**src/rtl/base3_conv_arbiter.sv**
```systemverilog
// Round-robin arbiter that shares one base2_to_base3 converter among NUM_REQ requesters,
// with a watchdog and a post-reset resync of the converter, which has no reset of its own.
module base3_conv_arbiter #(
  parameter int unsigned NUM_REQ    = 4,
  parameter int unsigned width      = 16,
  parameter int unsigned base_width = 2,
  parameter int unsigned TIMEOUT    = 63
) (
  input  logic                        clk,
  input  logic                        rst_n,
  input  logic [NUM_REQ-1:0]          req,
  input  logic [NUM_REQ*width-1:0]    req_data,
  output logic [NUM_REQ-1:0]          res_valid,
  output logic [base_width*width-1:0] res_data,
  output logic                        res_err,
  output logic                        busy,
  output logic                        conv_en,
  output logic [width-1:0]            conv_no,
  input  logic                        conv_done,
  input  logic [base_width*width-1:0] conv_base3
);

  localparam int unsigned IW  = $clog2(NUM_REQ);
  localparam int unsigned SW  = IW + 1;
  localparam int unsigned RW  = base_width * width;
  localparam int unsigned WDW = $clog2(TIMEOUT + 1);

  localparam logic [2:0] S_SYNC    = 3'd0;
  localparam logic [2:0] S_IDLE    = 3'd1;
  localparam logic [2:0] S_ISSUE   = 3'd2;
  localparam logic [2:0] S_WAIT    = 3'd3;
  localparam logic [2:0] S_DELIVER = 3'd4;

  logic [2:0]         state, state_nxt;
  logic [IW-1:0]      ptr, ptr_nxt;
  logic [IW-1:0]      gnt, gnt_nxt;
  logic [WDW-1:0]     wd, wd_nxt, wd_inc;
  logic [NUM_REQ-1:0] res_valid_nxt;
  logic [RW-1:0]      res_data_nxt;
  logic               res_err_nxt;
  logic               busy_nxt;
  logic               conv_en_nxt;
  logic [width-1:0]   conv_no_nxt;
  logic [SW-1:0]      sum;
  logic               found;
  logic [IW-1:0]      pick;

  // Next-state and next-output logic; the round-robin search only matters in IDLE.
  always_comb begin
    state_nxt     = state;
    ptr_nxt       = ptr;
    gnt_nxt       = gnt;
    wd_inc        = wd + WDW'(1);
    wd_nxt        = wd;
    res_valid_nxt = '0;
    res_data_nxt  = res_data;
    res_err_nxt   = 1'b0;
    conv_en_nxt   = 1'b0;
    conv_no_nxt   = conv_no;
    sum           = '0;
    found         = 1'b0;
    pick          = '0;

    for (int i = 0; i < NUM_REQ; i++) begin
      sum = SW'(ptr) + SW'(i);
      if (sum >= SW'(NUM_REQ)) sum = sum - SW'(NUM_REQ);
      if (!found && req[sum[IW-1:0]]) begin
        found = 1'b1;
        pick  = sum[IW-1:0];
      end
    end

    case (state)
      S_SYNC: begin
        wd_nxt = wd_inc;
        if (conv_done || (wd_inc == WDW'(TIMEOUT))) begin
          wd_nxt    = '0;
          state_nxt = S_IDLE;
        end
      end
      S_IDLE: begin
        if (found) begin
          gnt_nxt     = pick;
          conv_no_nxt = req_data[32'(pick) * width +: width];
          conv_en_nxt = 1'b1;
          state_nxt   = S_ISSUE;
        end
      end
      S_ISSUE: begin
        wd_nxt    = '0;
        state_nxt = S_WAIT;
      end
      S_WAIT: begin
        wd_nxt = wd_inc;
        // A done arriving on the expiry cycle still wins over the timeout.
        if (conv_done) begin
          res_data_nxt  = conv_base3;
          res_valid_nxt = NUM_REQ'(1) << gnt;
          state_nxt     = S_DELIVER;
        end else if (wd_inc == WDW'(TIMEOUT)) begin
          res_data_nxt  = '0;
          res_err_nxt   = 1'b1;
          res_valid_nxt = NUM_REQ'(1) << gnt;
          state_nxt     = S_DELIVER;
        end
      end
      S_DELIVER: begin
        ptr_nxt   = (gnt == IW'(NUM_REQ - 1)) ? '0 : gnt + IW'(1);
        state_nxt = S_IDLE;
      end
      default: state_nxt = S_SYNC;
    endcase

    busy_nxt = (state_nxt != S_IDLE);
  end

  // State and registered outputs.
  always_ff @(posedge clk or negedge rst_n) begin
    if (!rst_n) begin
      state     <= S_SYNC;
      ptr       <= '0;
      gnt       <= '0;
      wd        <= '0;
      res_valid <= '0;
      res_data  <= '0;
      res_err   <= 1'b0;
      busy      <= 1'b1;
      conv_en   <= 1'b0;
      conv_no   <= '0;
    end else begin
      state     <= state_nxt;
      ptr       <= ptr_nxt;
      gnt       <= gnt_nxt;
      wd        <= wd_nxt;
      res_valid <= res_valid_nxt;
      res_data  <= res_data_nxt;
      res_err   <= res_err_nxt;
      busy      <= busy_nxt;
      conv_en   <= conv_en_nxt;
      conv_no   <= conv_no_nxt;
    end
  end

endmodule

```
**config.mk**
```make
export PLATFORM = sky130hd
export DESIGN_NAME = base3_conv_arbiter
export DESIGN_NICKNAME = d
export VERILOG_FILES = /design/src/rtl/base3_conv_arbiter.sv
export SDC_FILE = /design/constraint.sdc
export NUM_CORES = 1
export LEC_CHECK = 0
export ABC_CLOCK_PERIOD_IN_PS = 3200
export CORE_MARGIN = 2
export CORE_UTILIZATION = 44
export CTS_CLUSTER_DIAMETER = 50
export DETAILED_ROUTE_END_ITERATION = 6
export PLACE_DENSITY = 0.92
export SYNTH_ARGS = -nofsm -noshare
export SYNTH_HDL_FRONTEND = slang
export SYNTH_SLANG_ARGS = --single-unit
```
**constraint.sdc**
```tcl
create_clock -name clk -period 3.2 [get_ports clk]
set_input_delay 0.8 -clock clk [delete_from_list [all_inputs] [get_ports clk]]
set_output_delay 0.8 -clock clk [all_outputs]
set_load 0.005 [all_outputs]
```
* After elaboration in Yosys (flattened, before gate mapping)
Index checks and enable logic that the tools add are counted.
Cells by class: add/subtract/negate cells 9, $mul 0, divide/modulo/power cells 0, order comparisons 8, eq/ne operators 7, shift operators 2, multiplexer cells 38, bitwise logic cells 0, reduce and logical (&&, ||, !) cells 12
Operator list (number):
- 32-bit two-way mux | 2
- 64-bit by 7-bit indexed part select with 16-bit output | 1
- 2-bit two-way mux | 9
- 6-bit one-hot mux with 3 select lines | 1
- 3-bit one-hot mux with 5 select lines | 1
- 1-bit two-way mux | 13
- 2-bit by 3-bit less-than comparator with 1-bit output, second input constant | 4
- 3-bit two-way mux | 4
- 4-bit two-way mux | 3
- 3-bit greater-or-equal comparator, second input constant | 3
- 1-bit binary-select mux with 2-bit select | 4
- 2-bit by 1-bit subtractor with 2-bit output, second input constant | 4
- 2-bit by 2-bit adder with 3-bit output, second input constant | 2
- 6-bit by 1-bit adder with 6-bit output, second input constant | 1
- 3-bit by 2-bit equality test with 1-bit output, second input constant | 2
- 6-bit equality test, second input constant | 1
- 6-bit two-way mux | 1
- 2-bit AND reduction | 2
- 1-bit by 2-bit left shift with 4-bit output, first input constant | 1
- 2-bit by 1-bit adder with 3-bit output, second input constant | 1
- 3-bit by 1-bit equality test with 1-bit output, second input constant | 1
- 3-bit equality test, second input constant | 1
- 2-bit by 3-bit greater-or-equal comparator with 1-bit output, second input constant | 1
- 1-bit logical AND | 3
- other kinds (8) | 10
Word-level totals: register bits 68, bits in latches 0, RAM bits 0, ROM bits 0, bits of input ports 103, output and inout bits 55, word-level logic and storage cells 86, memories kept 0

* Depth between registers and ports, before layout
word-level depth 17, mapped depth 9, mapped depth without buffers 8

* Worst setup path before layout
No wires, ideal clock.
path kind input -> register, from input req[1], to register conv_no[10], library setup time 0.090 ns, arrival 1.965 ns, data required time 3.110 ns, slack 1.145 ns, stages on the path 7, path through nor4_1 or3_1 buf_6 or2_1 buf_6 buf_6 o221ai_1
Between the ends: longest elaborated chain between the ends 13, elaborated cells on any way between the ends 24
Ends and longest elaborated chain:
- start: declaration | line 11 | input logic [NUM_REQ-1:0] req,
- 1-bit binary-select mux with 2-bit select | line 67 | if (!found && req[sum[IW-1:0]]) begin
- 1-bit two-way mux (implied by the code) | line 67
- 1-bit two-way mux | line 67
- 1-bit logical NOT | line 67
- 1-bit logical AND | line 67
- 1-bit two-way mux | line 67
- 1-bit logical NOT | line 67
- 1-bit logical AND | line 67
- 1-bit two-way mux | line 67
- 1-bit logical NOT | line 67
- 1-bit logical AND | line 67
- 2-bit two-way mux / 1-bit two-way mux (equally long branches) | line 67
- 64-bit by 7-bit indexed part select with 16-bit output / 2-bit AND reduction (equally long branches)
- end signal: assignment | line 140 | conv_no <= conv_no_nxt;
- end: declaration | line 18 | output logic [width-1:0] conv_no,
Parallel ways exist; a longest one is shown, timed or not. The select of a mux whose other input is x is not followed. A chain may end at the register's enable or synchronous reset.

* Worst setup path after layout
from input req[0], to register conv_no[8]
Same word-level chain as after synthesis.

==> impl_results.md <==
- Final wirelength: 8860 µm
- Reg-to-Reg End: res_data[4]$_DFFE_PN0P_
- Gpl congestion: approximately 0.83
- Final hold violations: 0
- Ys async rst share: 100%
- Fin. max-slew vios: 0
- Syn Area/Cell: 11.6 µm²
- Primary FF master, synth: dfrtp_1
- First-pass GRT wire length: between 10000 and 15000 µm
- Gr usage total: 21.6%
- Area of the mapped netlist: 0.00318 mm²
- R2r worst-path depth: 7
- Cells after Synth: 274
- Vias per cell: 5.26
- Endpoint type of the worst setup path: register
- # rows: 31
- Synth Net Count: between 300 and 400
- Share of cells above drive strength 1: 6.44%
- IO Pins: 158
- Largest net degree at the start of global routing: 36
- Drt pass-1 iters: 6
- Total gr overflow: 0
- Die extent in x: 89.1 µm
- Slack of the worst reg-to-reg path: 930 ps
- Peak Freq: 400 MHz
- Synth warnings: 0
- Min-delay worst type: register to register
- Initial Util: 44.6%
- Post_cts resized: 0
- Htree depth: 3
- Worst Hold End: conv_no[1]$_DFFE_PN0P_
- Initial antenna violation count: 0
- Fillers: 524
- Ant diodes: 0
- Count of cell types in the netlist: 36
- Top-area cell type share of the netlist area: 52.7%
- Seq/Total Area, Yosys: 53.5%
- RSZ-0062 raised after global routing: false
- Tcrit/Tclk final: roughly four fifths
- Worst Setup Path Type: input pin to register
- Max-slew headroom: about 49%
- CP required: 3370 ps
- Via count: about 2.8k
- CP max FO: 16
- Cts hold-fix bufs: 0
- Final period demand of the worst path: 2500 ps
- Final core occ: between 70% and 80%
- Setup TNS: 0 ps
- Post-DR wirelength/cell: 16.6 µm
- Post-CTS Setup Inserts: 0
- Number of global-route vias before repair: 2745
- R2R Path Start: wd[0]$_DFFE_PN0P_
- Critical Path AT: about 2700 ps
- Ranking of synthesized cells by area: dfrtp_1, mux2i_1, a22o_1
- Max_cap viols: 0
- Num CTS Buffers: 9
- Hold path depth: 2
- Deepest clock path buffer count: 2
- Leak pwr: 2.21 nW
- Cell Pwr Density: 823 mW/mm²
- Synth cell count leaders: dfrtp_1, a22o_1, mux2i_1
- CORE AREA: 0.00714 mm²
- Setup violators final: 0
- Worst-case clock skew: 10.6 ps
- CTS Sinks: 68
- Remaining DRCs: 0
- Die Y: 89.1 µm
- Port buffer count: 157
- Die area: 0.00793 mm²
- CTS tree: built
- Worst-margin pin slew: 772 ps
- EDFF count, synth: 0
- Yosys top cell by area: dfrtp_1
- Clk Latency, worst-skew pair: 330 ps
- Root Driver: clkbuf_8
- Placed wire-length estimate: 6800 µm
- Initial DRC count: about 140
- ANT nets after route: 0
- Hold path startpoint: conv_no[1]$_DFFE_PN0P_
- Post-synthesis register bit count: just under 70
- Fin nets: approximately 540
- Layout area overhead: 58.9%
- Most common cell in the netlist: dfrtp_1
- Status: finished, final reports clean
- Startpoint Class: input pin
- Max VDD drop: slightly above 400 µV
- Clk pin slew, worst setup/hold paths: 70 ps
## routing by layer
metal  GRT usage [%]  wire (µm)
met1            26.5       3510
met2            37.2       4540
met3            6.28        682
met4            6.24        120
met5               0          0
## power breakdown
group / total, mW / internal, mW / switching [mW]
clock network: 0.823 / 0.516 / 0.307
registers: 1.48 / 1.23 / 0.254
logic: 1.86 / 1.11 / 0.748
## through the flow
stage          instances  worst slack [ps]  hold WS [ps]  area [µm²]  total power [mW]
6_report             534               703           486        5060              4.16
5_1_grt              534               590           515        5060              4.43
4_1_cts              534               730           490        5060              4.19
3_5_place_dp         518               376           472        4830              3.35
3_3_place_gp         518               477           469        4830              3.27
2_1_floorplan        274              1140           477        3180              2.38
## cell families after synthesis
family / after synthesis / share of synthesized area, %
flops: 68 / 53.5
compound gates: 77 / 19.0
mux: 34 / 10.8
buf+inv: 29 / 5.15
fa+ha+maj: 6 / 2.36
simple gates: 59 / 9.00
xor+xnor: 1 / 0.275
## worst max-delay path by stage
stage / startpoint / end / slack (ps) / cells after the start
after floorplan: req[1] / conv_no[10]$_DFFE_PN0P_ / 1140 / 7
after CTS: req[0] / conv_no[8]$_DFFE_PN0P_ / 730 / 6
after detailed placement: req[0] / conv_no[4]$_DFFE_PN0P_ / 380 / 6
after global routing: req[0] / conv_no[14]$_DFFE_PN0P_ / 590 / 6
final: req[0] / conv_no[8]$_DFFE_PN0P_ / 700 / 6
after global placement: req[0] / conv_no[14]$_DFFE_PN0P_ / 480 / 6
## state kept, by name, indices dropped and copies added, names as in the netlist
register / cells
res_valid: 4
wd: 6
conv_en: 1
res_data: 32
conv_no: 16
res_err: 1
ptr: 2
state: 3
busy: 1
gnt: 2
## placed cells by master, fill, tap and decap left out, types with 3 or more instances in the layout
cell / netlist / layout
clkbuf_8: 0 / 9
ha_1: 6 / 6
dfrtp_1: 67 / 67
bufinv_16: 0 / 3
nor2_1: 7 / 7
mux2i_1: 32 / 32
nand2b_1: 4 / 4
a21boi_0: 3 / 3
o221ai_1: 18 / 18
inv_1: 10 / 10
buf_4: 0 / 5
and2_1: 4 / 4
nand2_1: 27 / 27
a21oi_1: 6 / 6
nor3_1: 3 / 3
a22o_1: 32 / 32
clkdlybuf4s50_1: 0 / 156
o21ai_0: 11 / 11
nor2b_1: 4 / 4
## worst max-delay path, cell delays in order
cell and delay (ps):
clkdlybuf4s50_1 470, nor4_1 430, or3_1 230, inv_1 100
nand2_1 420, o221ai_1 220
## layout make-up
type,instances,area [µm²],area share [%]
tap,99,124,2.45
multi-input combinational,177,1320,26.1
inverter,10,37.5,0.742
clock buffer,11,131,2.60
clock inverter,5,100,1.98
sequential,68,1700,33.7
timing repair buffer,164,1640,32.5
Note: power is estimated with default switching activity, not from simulation.
